===== src/rtl/saturn_bus_ctrl.sv =====
// Nibble-serial Saturn bus sequencer: arbitrates fetch and data requests, keeps shadow
// PC/DP pointers and issues address reloads only when the requested address is discontinuous.
module saturn_bus_ctrl #(
    parameter int ADDR_W = 20,
    parameter int LEN_W  = 4
) (
    input  logic              i_clk,
    input  logic              i_reset_n,
    input  logic              i_en_bus_send,
    input  logic              i_en_bus_recv,
    input  logic              i_fetch_req,
    input  logic [ADDR_W-1:0] i_fetch_addr,
    output logic [3:0]        o_fetch_nibble,
    output logic              o_fetch_valid,
    input  logic              i_data_req,
    input  logic              i_data_write,
    input  logic [ADDR_W-1:0] i_data_addr,
    input  logic [LEN_W-1:0]  i_data_len,
    input  logic [3:0]        i_data_wnib,
    output logic              o_data_wnext,
    output logic [3:0]        o_data_rnib,
    output logic              o_data_rvalid,
    output logic              o_data_done,
    output logic              o_busy,
    output logic [2:0]        o_bus_cmd,
    output logic [3:0]        o_bus_nibble_out,
    output logic              o_bus_strobe,
    input  logic [3:0]        i_bus_nibble_in
);

    localparam int NIBS = (ADDR_W + 3) / 4;
    localparam int NCW  = (NIBS > 1) ? $clog2(NIBS) : 1;

    localparam logic [2:0] CMD_NOP      = 3'd0;
    localparam logic [2:0] CMD_PC_READ  = 3'd1;
    localparam logic [2:0] CMD_DP_READ  = 3'd2;
    localparam logic [2:0] CMD_DP_WRITE = 3'd3;
    localparam logic [2:0] CMD_LOAD_PC  = 3'd4;
    localparam logic [2:0] CMD_LOAD_DP  = 3'd5;

    typedef enum logic [1:0] {IDLE, LOAD_ADDR, XFER} state_t;

    state_t             state_reg, state_next;
    logic               grant_data_reg, grant_data_next;
    logic               write_reg, write_next;
    logic [ADDR_W-1:0]  addr_reg, addr_next;
    logic [LEN_W-1:0]   len_reg, len_next;
    logic [LEN_W-1:0]   xfer_cnt_reg, xfer_cnt_next;
    logic [NCW-1:0]     nib_cnt_reg, nib_cnt_next;
    logic               rd_pend_reg, rd_pend_next;
    logic [ADDR_W-1:0]  pc_reg, pc_next;
    logic [ADDR_W-1:0]  dp_reg, dp_next;
    logic               pc_valid_reg, pc_valid_next;
    logic               dp_valid_reg, dp_valid_next;
    logic [3:0]         fetch_nibble_reg, fetch_nibble_next;
    logic               fetch_valid_reg, fetch_valid_next;
    logic               data_wnext_reg, data_wnext_next;
    logic [3:0]         data_rnib_reg, data_rnib_next;
    logic               data_rvalid_reg, data_rvalid_next;
    logic               data_done_reg, data_done_next;
    logic [2:0]         bus_cmd_reg, bus_cmd_next;
    logic [3:0]         bus_nibble_reg, bus_nibble_next;
    logic               bus_strobe_reg, bus_strobe_next;

    logic               sel_data, sel_write, issue;
    logic [LEN_W-1:0]   sel_len;
    logic [ADDR_W-1:0]  req_addr, tgt_ptr;
    logic               tgt_valid;

    // Data has priority, so the grant candidate follows i_data_req.
    assign req_addr  = i_data_req ? i_data_addr  : i_fetch_addr;
    assign tgt_ptr   = i_data_req ? dp_reg       : pc_reg;
    assign tgt_valid = i_data_req ? dp_valid_reg : pc_valid_reg;

    always_comb begin
        state_next        = state_reg;
        grant_data_next   = grant_data_reg;
        write_next        = write_reg;
        addr_next         = addr_reg;
        len_next          = len_reg;
        xfer_cnt_next     = xfer_cnt_reg;
        nib_cnt_next      = nib_cnt_reg;
        rd_pend_next      = rd_pend_reg;
        pc_next           = pc_reg;
        dp_next           = dp_reg;
        pc_valid_next     = pc_valid_reg;
        dp_valid_next     = dp_valid_reg;
        fetch_nibble_next = fetch_nibble_reg;
        data_rnib_next    = data_rnib_reg;
        fetch_valid_next  = 1'b0;
        data_wnext_next   = 1'b0;
        data_rvalid_next  = 1'b0;
        data_done_next    = 1'b0;
        bus_cmd_next      = CMD_NOP;
        bus_nibble_next   = 4'h0;
        bus_strobe_next   = 1'b0;
        issue             = 1'b0;

        // In IDLE a transfer can issue on the granting edge, before the grant is latched.
        if (state_reg == IDLE) begin
            sel_data  = i_data_req;
            sel_write = i_data_req & i_data_write;
            sel_len   = i_data_req ? i_data_len : '0;
        end else begin
            sel_data  = grant_data_reg;
            sel_write = write_reg;
            sel_len   = len_reg;
        end

        if (i_en_bus_send) begin
            unique case (state_reg)
                IDLE: begin
                    if (i_data_req || i_fetch_req) begin
                        grant_data_next = i_data_req;
                        write_next      = sel_write;
                        len_next        = sel_len;
                        addr_next       = req_addr;
                        if (!tgt_valid || tgt_ptr != req_addr) begin
                            state_next      = LOAD_ADDR;
                            bus_cmd_next    = i_data_req ? CMD_LOAD_DP : CMD_LOAD_PC;
                            bus_nibble_next = req_addr[3:0];
                            bus_strobe_next = 1'b1;
                            nib_cnt_next    = NCW'(1);
                        end else begin
                            issue = 1'b1;
                        end
                    end
                end
                LOAD_ADDR: begin
                    bus_cmd_next    = grant_data_reg ? CMD_LOAD_DP : CMD_LOAD_PC;
                    bus_nibble_next = 4'(addr_reg >> {nib_cnt_reg, 2'b00});
                    bus_strobe_next = 1'b1;
                    if (nib_cnt_reg == NCW'(NIBS - 1)) begin
                        nib_cnt_next = '0;
                        state_next   = XFER;
                        if (grant_data_reg) begin
                            dp_next       = addr_reg;
                            dp_valid_next = 1'b1;
                        end else begin
                            pc_next       = addr_reg;
                            pc_valid_next = 1'b1;
                        end
                    end else begin
                        nib_cnt_next = nib_cnt_reg + NCW'(1);
                    end
                end
                XFER: begin
                    issue = !rd_pend_reg;
                end
                default: ;
            endcase

            if (issue) begin
                bus_strobe_next = 1'b1;
                state_next      = XFER;
                if (!sel_data) begin
                    bus_cmd_next = CMD_PC_READ;
                    pc_next      = pc_reg + ADDR_W'(1);
                    rd_pend_next = 1'b1;
                end else begin
                    dp_next = dp_reg + ADDR_W'(1);
                    if (sel_write) begin
                        bus_cmd_next    = CMD_DP_WRITE;
                        bus_nibble_next = i_data_wnib;
                        data_wnext_next = 1'b1;
                        if (xfer_cnt_reg == sel_len) begin
                            data_done_next = 1'b1;
                            xfer_cnt_next  = '0;
                            state_next     = IDLE;
                        end else begin
                            xfer_cnt_next = xfer_cnt_reg + LEN_W'(1);
                        end
                    end else begin
                        bus_cmd_next = CMD_DP_READ;
                        rd_pend_next = 1'b1;
                    end
                end
            end
        end else if (i_en_bus_recv && state_reg == XFER && rd_pend_reg) begin
            rd_pend_next = 1'b0;
            if (grant_data_reg) begin
                data_rnib_next   = i_bus_nibble_in;
                data_rvalid_next = 1'b1;
            end else begin
                fetch_nibble_next = i_bus_nibble_in;
                fetch_valid_next  = 1'b1;
            end
            // Fetch carries len 0, so it always finishes on its first nibble.
            if (xfer_cnt_reg == len_reg) begin
                data_done_next = grant_data_reg;
                xfer_cnt_next  = '0;
                state_next     = IDLE;
            end else begin
                xfer_cnt_next = xfer_cnt_reg + LEN_W'(1);
            end
        end
    end

    always_ff @(posedge i_clk or negedge i_reset_n) begin
        if (!i_reset_n) begin
            state_reg        <= IDLE;
            grant_data_reg   <= 1'b0;
            write_reg        <= 1'b0;
            addr_reg         <= '0;
            len_reg          <= '0;
            xfer_cnt_reg     <= '0;
            nib_cnt_reg      <= '0;
            rd_pend_reg      <= 1'b0;
            pc_reg           <= '0;
            dp_reg           <= '0;
            pc_valid_reg     <= 1'b0;
            dp_valid_reg     <= 1'b0;
            fetch_nibble_reg <= 4'h0;
            fetch_valid_reg  <= 1'b0;
            data_wnext_reg   <= 1'b0;
            data_rnib_reg    <= 4'h0;
            data_rvalid_reg  <= 1'b0;
            data_done_reg    <= 1'b0;
            bus_cmd_reg      <= CMD_NOP;
            bus_nibble_reg   <= 4'h0;
            bus_strobe_reg   <= 1'b0;
        end else begin
            state_reg        <= state_next;
            grant_data_reg   <= grant_data_next;
            write_reg        <= write_next;
            addr_reg         <= addr_next;
            len_reg          <= len_next;
            xfer_cnt_reg     <= xfer_cnt_next;
            nib_cnt_reg      <= nib_cnt_next;
            rd_pend_reg      <= rd_pend_next;
            pc_reg           <= pc_next;
            dp_reg           <= dp_next;
            pc_valid_reg     <= pc_valid_next;
            dp_valid_reg     <= dp_valid_next;
            fetch_nibble_reg <= fetch_nibble_next;
            fetch_valid_reg  <= fetch_valid_next;
            data_wnext_reg   <= data_wnext_next;
            data_rnib_reg    <= data_rnib_next;
            data_rvalid_reg  <= data_rvalid_next;
            data_done_reg    <= data_done_next;
            bus_cmd_reg      <= bus_cmd_next;
            bus_nibble_reg   <= bus_nibble_next;
            bus_strobe_reg   <= bus_strobe_next;
        end
    end

    assign o_fetch_nibble   = fetch_nibble_reg;
    assign o_fetch_valid    = fetch_valid_reg;
    assign o_data_wnext     = data_wnext_reg;
    assign o_data_rnib      = data_rnib_reg;
    assign o_data_rvalid    = data_rvalid_reg;
    assign o_data_done      = data_done_reg;
    assign o_busy           = (state_reg != IDLE);
    assign o_bus_cmd        = bus_cmd_reg;
    assign o_bus_nibble_out = bus_nibble_reg;
    assign o_bus_strobe     = bus_strobe_reg;

endmodule


===== config.mk =====
export PLATFORM = sky130hd
export DESIGN_NAME = saturn_bus_ctrl
export DESIGN_NICKNAME = d
export VERILOG_FILES = /design/src/rtl/saturn_bus_ctrl.sv
export SDC_FILE = /design/constraint.sdc
export NUM_CORES = 1
export LEC_CHECK = 0
export BUFFER_PORTS_ARGS = -buffer_cell sky130_fd_sc_hd__buf_4
export CORE_MARGIN = 4
export CORE_UTILIZATION = 45
export CTS_BUF_LIST = sky130_fd_sc_hd__clkbuf_16
export CTS_CLUSTER_SIZE = 30
export DETAILED_ROUTE_END_ITERATION = 8
export GPL_TIMING_DRIVEN = 0
export PLACE_DENSITY = 0.7
export SLEW_MARGIN = 20
export SYNTH_ARGS = -nofsm -noshare
export SYNTH_HDL_FRONTEND = slang
export SYNTH_SLANG_ARGS = --single-unit

===== constraint.sdc =====
create_clock -name i_clk -period 6.3 [get_ports i_clk]
set_input_delay 0.945 -clock i_clk [delete_from_list [all_inputs] [get_ports i_clk]]
set_output_delay 0.945 -clock i_clk [all_outputs]
set_load 0.01 [all_outputs]

* Yosys cells after proc, flatten, opt, wreduce, memory -nomap -nowiden
Index checks and enable logic that the tools add are counted.
Cells by class: bitwise operators 3, equal/unequal tests 16, add/sub/neg operators 4, reductions and logical operators 20, multiplexer cells 86, shifts and indexed selects 1
Operator list (number):
- two-way mux 20 bit | 12
- two-way mux 4 bit | 15
- adder 20 x 1 -> 20 bit, second input constant | 2
- two-way mux 1 bit | 35
- two-way mux 2 bit | 11
- two-way mux 3 bit | 7
- inequality test 20 bit | 1
- right shift 20 x 5 -> 4 bit | 1
- AND reduction 4 bit | 4
- case mux 3 bit (2 select lines) | 2
- AND reduction 3 bit | 4
- inequality test 2 x 1 -> 1 bit, second input constant | 5
- equality test 4 bit | 2
- inequality test 4 x 2 -> 1 bit, second input constant | 2
- case mux 4 bit (2 select lines) | 1
- nonzero test 2 bit | 4
- AND reduction 6 bit | 1
- adder 4 x 1 -> 4 bit, second input constant | 1
- inequality test 4 x 1 -> 1 bit, second input constant | 1
- inequality test 4 bit, second input constant | 1
- case mux 1 bit (2 select lines) | 2
- case mux 2 bit (2 select lines) | 1
- adder 3 x 1 -> 3 bit, second input constant | 1
- equality test 3 bit, second input constant | 1
- 9 further kinds | 13
Word-level totals: word-level logic and storage cells 151, register bits after elaboration 98, bits of input ports 59

* Logic depth before layout (Yosys ltp)
depth after elaboration 10, depth in mapped cells 11

* Least setup slack after synthesis
No wires, ideal clock.
kind input-to-reg, from input port i_data_req, to register dp_reg[18], stages on the path 10, arrival time 2753 ps, data required time 6167 ps, setup time 133 ps, path slack 3414 ps, buffers on the path 2, cell sequence buf_6 > inv_4 > a21o_1 > or4_4 > nand2_1 > nand4_4 > and2_4 > buf_6 > o41ai_1 > a21oi_1
On the way: cells in the longest elaborated chain, start to end 8, elaborated cells between the ends (all ways) 14, those cells by class eq/ne: 1; mux: 10; reduce/logical: 3
Ends and longest elaborated chain:
- from (decl) | line 15 | input logic i_data_req,
- two-way mux 20 bit (tied with other cells) | line 72 | assign tgt_ptr = i_data_req ? dp_reg : pc_reg;
- inequality test 20 bit / zero test 1 bit (equally long branches) | line 118 | if (!tgt_valid || tgt_ptr != req_addr) begin
- logical OR 1 bit | line 118
- two-way mux 1 bit | line 118
- two-way mux 1 bit | line 113 | if (i_data_req || i_fetch_req) begin
- case mux 1 bit (2 select lines) | line 111 | unique case (state_reg)
- two-way mux 1 bit | line 110 | if (i_en_bus_send) begin
- two-way mux 20 bit (*) | line 153 | if (issue) begin
- to (signal assigned) | line 232 | dp_reg <= dp_next;
- to (decl) | line 52 | logic [ADDR_W-1:0] dp_reg, dp_next;
Mark *: on every way between the ends. The rest lies on a longest branch, timed or not. The select of a mux whose other input is x is not followed. A chain may end at the register's enable or synchronous reset.

* Worst setup path after layout
from input port i_en_bus_send, to register dp_reg[2]
RTL lines:
- from (decl) | line 9 | input logic i_en_bus_send,
No word-level cell between the ends.

==> reports/metrics.csv <==
stage,metric,value,unit
floorplan,Ports,80,
critical_path,Critical path origin,i_en_bus_send,
critical_path,CP required,6.50,ns
detailed_routing,drt wl/cell,23.3,um
timing,slew margin rel.,39.4,%
floorplan,area of the core,13200,um^2
global_routing,vias in the first global route,5911,
global_routing,GRT met1 Usage,36.7,%
logic_synthesis,Yosys reg bits,98,
logic_synthesis,Post-synth EDFFs,0,
timing,setup TNS,0,ns
global_routing,largest net degree at the start of global routing,99,
placed_design,worst slack after detailed placement,2.77,ns
critical_path,crit start category,input pin,
detailed_routing,DRC viols,0,
clocking,Num CTS Buffers,9,
timing,Final Hold Fails,0,
logic_synthesis,Async SR Flop Fraction,100,%
global_routing,first-pass GRT wire length,33900,um
pwr,pwr/cell area,392,nW/um^2
final_layout,Area Overhead vs Synth,18.1,%
status,outcome,"finished, final reports clean",
timing,"Slew Viols, Final",0,
clocking,# Post-CTS Setup Buffers,0,
final_layout,post-route insts no fill,943,
logic_synthesis,post-synth top area share,40.2,%
logic_synthesis,yosys warns,0,
timing,Slew @ Worst Pin,0.910,ns
placed_design,final RePlAce weighted congestion,0.978,
final_layout,share of post-route cells with drive strength above 1,16.9,%
timing,Final Cycle Share,50.4,%
placed_design,# placed instances,928,
final_layout,antenna diode count,0,
clocking,worst-skew pair later-pin latency,0.37,ns
detailed_routing,final WL,22000,um
final_layout,Nets,827,
detailed_routing,DR pass1 iterations,5,
critical_path,R2R Path Start,nib_cnt_reg[0]$_DFFE_PN0P_,
logic_synthesis,Mean Syn Cell Area,9.03,um^2
logic_synthesis,register area share after synthesis,40.2,%
floorplan,Die Ht,124,um
clocking,H-tree Lvls,3,
logic_synthesis,post-synth design cell area,6100,um^2
global_routing,Total GRT Usage,28.2,%
critical_path,crit path DAT,3.37,ns
clocking,clock sinks,98,
timing,setup violators final,0,
clocking,post-cts resize count,0,
logic_synthesis,"Top FF cell, synth",dfrtp_1,
worst_hold_path,Hold Crit Start,dp_valid_reg$_DFFE_PN0P_,
clocking,CTS tree,done,
global_routing,gr busiest metal,met2,
global_routing,global routing usage on met2,43.4,%
detailed_routing,Initial DRC Count,718,
global_routing,total congestion overflow,0,
timing,Final min period,3.18,ns
clocking,Worst-path clk slew,0.07,ns
placed_design,IO buf count,77,
global_routing,met3 usage,7.63,%
logic_synthesis,Syn Nets,739,
worst_hold_path,Hold Crit Class,flop to flop,
detailed_routing,via/cell ratio,6.37,
global_routing,initial antenna violation count,0,
placed_design,DP HPWL,16600,um
clocking,hold buffers post-CTS,0,
floorplan,Die Width,124,um
clocking,clk buf depth,2,
final_layout,"commonest non-fill, non-tap cell in the layout",dfrtp_1,
floorplan,# rows,42,
clocking,Root Buffer,clkbuf_16,
critical_path,Setup CP Type,input pin to flop,
detailed_routing,ANT nets after route,0,
logic_synthesis,Cells after Synth,675,
final_layout,most frequent cells in the layout,"dfrtp_1, buf_4, nand2_1",
critical_path,critical-path maximum fanout,10,
pwr,Max VDD drop,180,uV
timing,Final WS setup,3.12,ns
critical_path,Setup crit end kind,flop,
logic_synthesis,Cell variety after synth,74,
timing,RSZ-0062 raised after global routing,no,
job,total of max-cap violations,0,
detailed_routing,DR vias,6008,
logic_synthesis,leading post-synthesis cells by cell area,"dfrtp_1, o21ai_0, nand2_1",
floorplan,Starting Density,46.0,%
floorplan,Die Area,15500,um^2
pwr,leakage,3.18,nW
timing,final worst clock skew,0.0108,ns
timing,Max Freq,0.315,GHz
logic_synthesis,largest area contributor in the netlist,dfrtp_1,
[through the flow]
stage | hold slack [ns] | power, mW | utilization [%] | instance area, um^2
after global routing | 0.500 | 2.97 | 54.4 | 7200
final | 0.489 | 2.82 | 54.4 | 7200
after detailed placement | 0.465 | 2.22 | 52.1 | 6900
after CTS | 0.487 | 2.80 | 54.4 | 7200
after global placement | 0.460 | 2.19 | 52.1 | 6900
after floorplan | 0.435 | 1.78 | - | 6100
[critical path, cell delays in order]
cell and delay (ns):
clkbuf_1 0.44, clkbuf_1 0.50, clkbuf_1 0.55, clkbuf_1 0.71, a22oi_1 0.21
[Yosys cell counts, drive strengths merged (7+ instances only)]
library cell  instances
a211oi                8
a21o                  8
a21oi                36
a22oi                 7
a311oi               12
a31oi                10
and3                 11
buf                  10
clkbuf               29
dfrtp                98
inv                  33
mux2                  8
mux2i                21
nand2                73
nand2b               15
nand3                15
nand4                 9
nor2                 44
nor2b                14
nor3                 13
nor4                  7
o21ai                60
o22ai                18
xnor2                13
xor2                 15
[path summary, 6_finish.rpt]
kind | end | slack [ns] | depth (start not counted)
worst min register to register | dp_valid_reg$_DFFE_PN0P_ | 0.49 | 1
worst max register to register | pc_reg[4]$_DFFE_PN0P_ | 3.26 | 10
worst max-delay path | dp_reg[2]$_DFFE_PN0P_ | 3.12 | 5
min in group asynchronous | xfer_cnt_reg[0]$_DFFE_PN0P_ | 0.69 | 1
worst min-delay path | dp_valid_reg$_DFFE_PN0P_ | 0.49 | 1
max in group asynchronous | addr_reg[3]$_DFFE_PN0P_ | 5.00 | 1
[final cells by class]
type / instances / area (um^2)
plain buffers: 39 / 183
clock buffers: 9 / 225
clock inverters: 6 / 72.6
fillers: 1248 / 6040
inverters: 34 / 130
multi-input cells: 504 / 3340
flip-flops and latches: 98 / 2450
well taps: 176 / 220
repair buffers: 77 / 582
[report_power, final]
| part | internal (mW) | total, mW | switching, mW |
|---|---|---|---|
| clock | 0.312 | 0.579 | 0.267 |
| combinational | 0.466 | 1.06 | 0.590 |
| sequential | 0.859 | 1.19 | 0.326 |
[cell families after synthesis]
kind of cell	share of synthesized area (%)
AOI/OAI and AO/OA	25.2
buffers and inverters	5.13
DFF	40.2
xor gates and xnor gates	4.02
muxes	6.61
adders and majority gates	1.03
and+or+nand+nor	17.8
[metal layers]
metal  routed length (um)  share of wire, %
met1                 8970                41
met2                 9910                45
met3                 2130               9.7
met4                  986               4.5
met5                    0                 0
(Power assumes the default switching activity.)
